==> config.mk <==
export PLATFORM = sky130hd
export DESIGN_NAME = config_chain_ctrl_flat
export DESIGN_NICKNAME = d
export VERILOG_FILES = /design/src/rtl/config_chain_ctrl_if.sv /design/src/rtl/config_chain_ctrl.sv /design/src/flat_wrapper.sv
export SDC_FILE = /design/constraint.sdc
export NUM_CORES = 1
export LEC_CHECK = 0
export CAP_MARGIN = 10
export CELL_PAD_IN_SITES_DETAIL_PLACEMENT = 0
export CELL_PAD_IN_SITES_GLOBAL_PLACEMENT = 1
export CORE_ASPECT_RATIO = 0.9
export CORE_MARGIN = 2
export CORE_UTILIZATION = 35
export DETAILED_ROUTE_END_ITERATION = 6
export PLACE_DENSITY_LB_ADDON = 0.1
export SETUP_SLACK_MARGIN = 0.1
export SLEW_MARGIN = 10
export SYNTH_ARGS = -nofsm -noshare
export SYNTH_HDL_FRONTEND = slang
export SYNTH_SLANG_ARGS = --single-unit
==> constraint.sdc <==
create_clock -name CK -period 1.95 [get_ports CK]
set_input_delay 0.585 -clock CK [delete_from_list [all_inputs] [get_ports CK]]
set_output_delay 0.585 -clock CK [all_outputs]
set_load 0.005 [all_outputs]
==> src/rtl/config_chain_ctrl_if.sv <==
// -----------------------------------------------------------------------------
// config_chain_ctrl_if
// Host word-stream handshake of the configuration chain controller.
//
// Handshake: the host presents word_data with word_valid=1; the controller
// raises word_ready when it can take a word. A word transfers on every rising
// clock edge where word_valid=1 and word_ready=1. The host holds word_data
// stable while word_valid=1 and the word has not yet transferred; word_data is
// a don't-care while word_valid=0.
//
// Signals:
//   word_valid  host -> ctrl   word available
//   word_data   host -> ctrl   configuration word, shifted into the chain LSB first
//   word_ready  ctrl -> host   controller accepts word_data this cycle
// -----------------------------------------------------------------------------
interface config_chain_ctrl_if #(
   parameter int WORD_W = 8
) ();
   logic              word_valid;
   logic [WORD_W-1:0] word_data;
   logic              word_ready;

   modport master (output word_valid, output word_data, input word_ready);
   modport slave  (input word_valid, input word_data, output word_ready);
endinterface

==> src/rtl/config_chain_ctrl.sv <==
// -----------------------------------------------------------------------------
// config_chain_ctrl
// Loads a serial chain of CHAIN_LEN resettable flops from a host word stream.
// A sequence clears the chain (2 cycles of chain_rst), then shifts exactly
// CHAIN_LEN bits into the chain head, one bit per enabled cycle, while checking
// that the chain tail only ever returns zeros (the chain was just cleared).
//
// Ports:
//   CK, RST      clock, synchronous active-high reset
//   start        begin a load sequence (honoured only when idle)
//   abort        terminate a sequence in CLEAR or LOAD
//   host         word stream (slave side of config_chain_ctrl_if)
//   chain_rst    reset of every chain cell
//   chain_en     shift/clock enable of every chain cell
//   chain_d      serial data into the chain head
//   chain_q      Q of the chain tail cell
//   busy         sequence in progress
//   done         one-cycle pulse on completion
//   err          sticky integrity error, cleared by the next start
//   state_o      current FSM state for debug/observation
// -----------------------------------------------------------------------------
module config_chain_ctrl #(
   parameter int CHAIN_LEN = 64,
   parameter int WORD_W    = 8
) (
   input  logic                 CK,
   input  logic                 RST,
   input  logic                 start,
   input  logic                 abort,
   config_chain_ctrl_if.slave   host,
   output logic                 chain_rst,
   output logic                 chain_en,
   output logic                 chain_d,
   input  logic                 chain_q,
   output logic                 busy,
   output logic                 done,
   output logic                 err,
   output logic [1:0]           state_o
);

   localparam int NW        = (CHAIN_LEN + WORD_W - 1) / WORD_W;
   localparam int LAST_BITS = CHAIN_LEN - (NW - 1) * WORD_W;
   localparam int CW        = $clog2(WORD_W + 1);
   localparam int NWW       = $clog2(NW + 1);

   // Keeps only the bits of the final word that still fit in the chain.
   localparam logic [WORD_W-1:0] LAST_MASK = {WORD_W{1'b1}} >> (WORD_W - LAST_BITS);
   localparam logic [CW-1:0]     FULL_CNT  = CW'(WORD_W);
   localparam logic [CW-1:0]     LAST_CNT  = CW'(LAST_BITS);
   localparam logic [NWW-1:0]    NW_CNT    = NWW'(NW);
   localparam logic [NWW-1:0]    LAST_IDX  = NWW'(NW - 1);

   typedef enum logic [1:0] {
      S_IDLE  = 2'd0,
      S_CLEAR = 2'd1,
      S_LOAD  = 2'd2,
      S_DONE  = 2'd3
   } state_t;

   state_t             state_q;
   logic               clr_cnt_q;
   logic [WORD_W-1:0]  sreg_q;
   logic [CW-1:0]      bits_q;
   logic [NWW-1:0]     words_q;
   logic               err_q;
   logic               busy_q;
   logic               done_q;
   logic               chain_rst_q;

   logic               shift_en;
   logic               ready_base;
   logic               accept;
   logic               last_word;
   logic               final_shift;
   logic [WORD_W-1:0]  load_word;
   logic [CW-1:0]      load_cnt;

   // The shift register only holds bits in LOAD, so a non-zero count alone
   // decides the enable.
   assign shift_en   = (bits_q != '0);
   // Ready while the register is empty or on its last bit, so a new word can
   // replace the outgoing bit on the same edge without a bubble.
   assign ready_base = (state_q == S_LOAD) && (words_q < NW_CNT) && (bits_q <= CW'(1));
   assign host.word_ready = ready_base && !abort;
   assign accept     = host.word_ready && host.word_valid;
   assign last_word  = (words_q == LAST_IDX);
   assign load_word  = last_word ? (host.word_data & LAST_MASK) : host.word_data;
   assign load_cnt   = last_word ? LAST_CNT : FULL_CNT;
   // With all words taken, the last bit leaving is the CHAIN_LEN-th shift.
   assign final_shift = shift_en && (bits_q == CW'(1)) && (words_q == NW_CNT);

   always_ff @(posedge CK) begin
      if (RST) begin
         state_q     <= S_IDLE;
         clr_cnt_q   <= 1'b0;
         sreg_q      <= '0;
         bits_q      <= '0;
         words_q     <= '0;
         err_q       <= 1'b0;
         busy_q      <= 1'b0;
         done_q      <= 1'b0;
         chain_rst_q <= 1'b0;
      end else begin
         case (state_q)
            S_IDLE: begin
               done_q <= 1'b0;
               if (start) begin
                  state_q     <= S_CLEAR;
                  clr_cnt_q   <= 1'b0;
                  err_q       <= 1'b0;
                  busy_q      <= 1'b1;
                  chain_rst_q <= 1'b1;
               end
            end
            S_CLEAR: begin
               if (abort) begin
                  state_q     <= S_IDLE;
                  busy_q      <= 1'b0;
                  chain_rst_q <= 1'b0;
                  clr_cnt_q   <= 1'b0;
               end else if (clr_cnt_q) begin
                  state_q     <= S_LOAD;
                  chain_rst_q <= 1'b0;
                  clr_cnt_q   <= 1'b0;
               end else begin
                  clr_cnt_q <= 1'b1;
               end
            end
            S_LOAD: begin
               // The tail is sampled on every shift, including an aborted one.
               if (shift_en && chain_q) begin
                  err_q <= 1'b1;
               end
               if (abort) begin
                  state_q <= S_IDLE;
                  busy_q  <= 1'b0;
                  sreg_q  <= '0;
                  bits_q  <= '0;
                  words_q <= '0;
               end else begin
                  if (accept) begin
                     sreg_q  <= load_word;
                     bits_q  <= load_cnt;
                     words_q <= words_q + NWW'(1);
                  end else if (shift_en) begin
                     sreg_q <= sreg_q >> 1;
                     bits_q <= bits_q - CW'(1);
                  end
                  if (final_shift) begin
                     state_q <= S_DONE;
                     done_q  <= 1'b1;
                  end
               end
            end
            S_DONE: begin
               state_q <= S_IDLE;
               busy_q  <= 1'b0;
               done_q  <= 1'b0;
               words_q <= '0;
            end
            default: begin
               state_q <= S_IDLE;
            end
         endcase
      end
   end

   assign chain_en  = shift_en;
   assign chain_d   = sreg_q[0];
   assign chain_rst = chain_rst_q;
   assign busy      = busy_q;
   assign done      = done_q;
   assign err       = err_q;
   assign state_o   = state_q;

endmodule

==> src/flat_wrapper.sv <==
// flat-port wrapper written by rule: the top's interface ports become plain ports
module config_chain_ctrl_flat 
#(
   parameter int CHAIN_LEN = 64,
   parameter int WORD_W    = 8
)
  (CK, RST, start, abort, chain_rst, chain_en, chain_d, chain_q, busy, done, err, state_o, host_word_valid, host_word_data, host_word_ready);
  config_chain_ctrl_if #(.WORD_W(WORD_W)) host_i ();
  input  logic CK;
  input  logic RST;
  input  logic start;
  input  logic abort;
  output logic chain_rst;
  output logic chain_en;
  output logic chain_d;
  input  logic chain_q;
  output logic busy;
  output logic done;
  output logic err;
  output logic [1:0] state_o;
  input wire logic [$bits(host_i.word_valid)-1:0] host_word_valid;
  input wire logic [$bits(host_i.word_data)-1:0] host_word_data;
  output wire logic [$bits(host_i.word_ready)-1:0] host_word_ready;
  assign host_i.word_valid = host_word_valid;
  assign host_i.word_data = host_word_data;
  assign host_word_ready = host_i.word_ready;
  config_chain_ctrl #(.CHAIN_LEN(CHAIN_LEN), .WORD_W(WORD_W)) u_core (.CK(CK), .RST(RST), .start(start), .abort(abort), .host(host_i), .chain_rst(chain_rst), .chain_en(chain_en), .chain_d(chain_d), .chain_q(chain_q), .busy(busy), .done(done), .err(err), .state_o(state_o));
endmodule
==> impl_metrics.csv <==
group,metric,value,unit
placed_design,gp_congestion,0.856,
floorplan,io_pins,23,
power_and_ir_drop,combPwrFrac,17.8,%
setup_path,path_class,"flip-flop to primary output",
setup_path,end_kind,"primary output",
power_and_ir_drop,ir_drop,0.309,mV
global_route,grtUsageMet2,27.0,%
cells_and_area,diodes,0,
worst_hold_path,hold_start,"u_core.sreg_q[1]$_SDFFE_PP0P_",
logic_synthesis,yosysWarnings,0,
clock_network,cts_buffers,3,
global_route,grt_pass1_vias,1232,
logic_synthesis,synth_flop_cell,"dfxtp_1",
logic_synthesis,synthCells,149,
placed_design,dpl_worst_slack,-0.503,ns
cells_and_area,final_cells,242,
setup_path,crit_start,"u_core.bits_q[1]$_SDFFE_PP0P_",
global_route,grt_pass1_wl,5.78,mm
sta,setup_viol,3,
sta,finClkSkew,0.00668,ns
logic_synthesis,synth_edf_count,0,
clock_network,cts.path.max_buffers,2,
placed_design,dp_cells,232,
power_and_ir_drop,switchingPower,254,uW
clock_network,clkSlewWorstSetupHoldPaths,0.09,ns
clock_network,cts_sinks,23,
clock_network,tritoncts,"yes",
sta,rsz0062_at_grt,"true",
floorplan,dieArea,4260,um2
sta,layout_setup_ws,-0.0543,ns
floorplan,initial_core_util,36.0,%
routing,post_drt_wl_per_cell,14.7,um
routing,viasPerCell,5.27,
routing,route.detailed.drc,0,
placed_design,placed_cell_area,1720,um2
setup_path,r2r_start,"u_core.bits_q[1]$_SDFFE_PP0P_",
placed_design,place_hpwl,2.42,mm
cells_and_area,final_util,54.4,%
clock_network,clk_latency,0.27,ns
cells_and_area,nFillCells,349,
global_route,grtUsageTotal,17.7,%
sta,max_slew.worst_pin.slew,0.308,ns
routing,ant_nets,0,
routing,dr.pass1.iters,4,
logic_synthesis,syn-cell-area,1310,um2
logic_synthesis,ys_ff_latch,23,
placed_design,port_buffers,22,
setup_path,crit_required,1.36,ns
cells_and_area,drive_gt1_share,32.7,%
setup_path,path_cells,"inv_4, buf_6, ha_4, or3b_4, buf_6",
global_route,overflow,0,
setup_path,crit_top_cell,"buf_6",
power_and_ir_drop,seqPwrFrac,50.1,%
sta,finalSetupTns,-0.119,ns
logic_synthesis,yosysUniqueCellTypes,40,
floorplan,core_area,3650,um2
routing,wl,3.55,mm
global_route,grt_max_degree,16,
global_route,top_usage_layer,"met2",
global_route,grt_antenna_before_repair,0,
sta,hold_viol_final,0,
setup_path,crit_arrival,1.42,ns
job,cap_violations,0,
clock_network,cts-root-buf,"clkbuf_8",
run_status,status,"finished, violations left",
routing,drt_iter0_markers,79,
floorplan,die_x,68.6,um
logic_synthesis,async_reset_ff_share,0,%
setup_path,cp_slowest_cell,"or3b_4",
power_and_ir_drop,power.internal,724,uW
clock_network,cts_hold_buf,0,
clock_network,cts_max_level,1,
cells_and_area,layout_common_cells,"buf_4, dfxtp_1, clkdlybuf4s50_1",
cells_and_area,final_common_cell,"buf_4",
cells_and_area,finalNetCount,220,
routing,vias,1275,
setup_path,crit_fanout,3,
power_and_ir_drop,p_per_area,493,nW/um2
run_status,violations,"setup timing",
cells_and_area,area_growth,51.1,%
floorplan,rows,21,
worst_hold_path,hp-class,"flip-flop to flip-flop",
sta,relSlewSlack,79.4,%
global_route,grt_use_met3,4.35,%
sta,finalCritPeriodShare,103,%
setup_path,slowest_delay,0.38,ns
sta,max_freq,0.499,GHz
global_route,grtUsageMet1,25.0,%
logic_synthesis,synth-seq-area-share,35.0,%
power_and_ir_drop,clock_power_share,32.1,%
logic_synthesis,syn_nets,172,
power_and_ir_drop,netSwitchingFraction,25.9,%
sta,report.final.slew_viol_count,0,
logic_synthesis,syn_area_per_cell,8.82,um2
power_and_ir_drop,power.leakage,0.727,nW
setup_path,start_kind,"flip-flop",
cells_and_area,final_cell_area,1990,um2
floorplan,die_height,62.1,um
sta,period_needed,2.00,ns
[registers in the layout, summed over array words and instances, names as in the netlist]
name	count
u_core.err	1
u_core.clr_cnt_q	1
u_core.words_q	4
u_core.chain_rst	1
u_core.sreg_q	8
u_core.state_o	2
u_core.done	1
u_core.bits_q	4
u_core.busy	1
[cells in the mapped netlist, drive strengths merged, types with 2 or more instances]
master,n,area share [%]
inv,10,2.9
buf,4,2.7
ha,9,8.6
or4,3,1.7
nand3,4,1.5
nor2,6,1.7
or4b,2,1.5
dfxtp,23,35
nand3b,2,1.1
clkbuf,5,1.4
nor3,6,2.3
o31a,3,2.0
nand2b,4,1.9
o21ai,9,3.4
nor2b,3,1.4
o2bb2ai,7,4.7
nand2,6,1.7
and4,2,1.6
a21oi,14,5.3
mux2i,8,6.1
or3b,2,1.3
a31oi,4,1.9
[layer usage]
| layer | part of all wire, % | vias up |
|---|---|---|
| li1 | - | 637 |
| met1 | 51 | 616 |
| met2 | 46 | 20 |
| met3 | 3.0 | 2 |
| met4 | 0.51 | 0 |
| met5 | 0 | - |
[stage by stage]
step	power [mW]	hold WS, ns
global placement	0.661	0.446
global route	1.03	0.490
finish	0.978	0.471
detailed placement	0.664	0.451
floorplan	0.575	0.432
CTS	0.982	0.477
[critical path: cells and delay by family (launching register included)]
family / cells / cell delay (ns)
AND/OR/NAND/NOR: 1 / 0.38
adder cells (fa/ha/maj): 1 / 0.12
flip-flops: 1 / 0.34
buffers and inverters: 3 / 0.29
[power groups by stage]
stage          Combinational (mW)  Sequential (mW)  Clock (mW)
5_1_grt                     0.190            0.492       0.353
6_report                    0.175            0.490       0.314
4_1_cts                     0.172            0.489       0.322
3_3_place_gp                0.162            0.500           0
3_5_place_dp                0.164            0.500           0
2_1_floorplan              0.0733            0.502           0
[cells by family after synthesis]
| family | count (synthesis) | share of synthesized area [%] |
|---|---|---|
| muxes | 8 | 6.10 |
| AOI/OAI and AO/OA | 45 | 22.9 |
| and+or+nand+nor | 45 | 20.5 |
| DFF | 23 | 35.0 |
| buffers and inverters | 19 | 6.95 |
| adders and majority gates | 9 | 8.57 |
[final timing paths]
path | depth (start not counted) | endpoint | slack [ns]
min | 1 | u_core.sreg_q[1]$_SDFFE_PP0P_ | 0.47
max | 5 | chain_en | -0.05
max reg2reg | 8 | u_core.bits_q[1]$_SDFFE_PP0P_ | -0.02
min reg2reg | 1 | u_core.sreg_q[1]$_SDFFE_PP0P_ | 0.47
[area by class of cell]
| type | count | area (um2) | share of cell area, % |
|---|---|---|---|
| clock buffers | 3 | 41.3 | 2.08 |
| clock inverters | 1 | 5.00 | 0.252 |
| inverters | 10 | 40.0 | 2.02 |
| multi-input cells | 107 | 883 | 44.5 |
| flip-flops and latches | 23 | 465 | 23.4 |
| well taps | 46 | 57.6 | 2.90 |
| repair buffers | 52 | 493 | 24.8 |
[what timing repair did]
item,in CTS,in global routing
buffers inserted,5,1
pin swaps,8,7
gates resized for setup,37,11
setup endpoints to repair,18,20
Note: power is estimated with default switching activity, not from simulation.
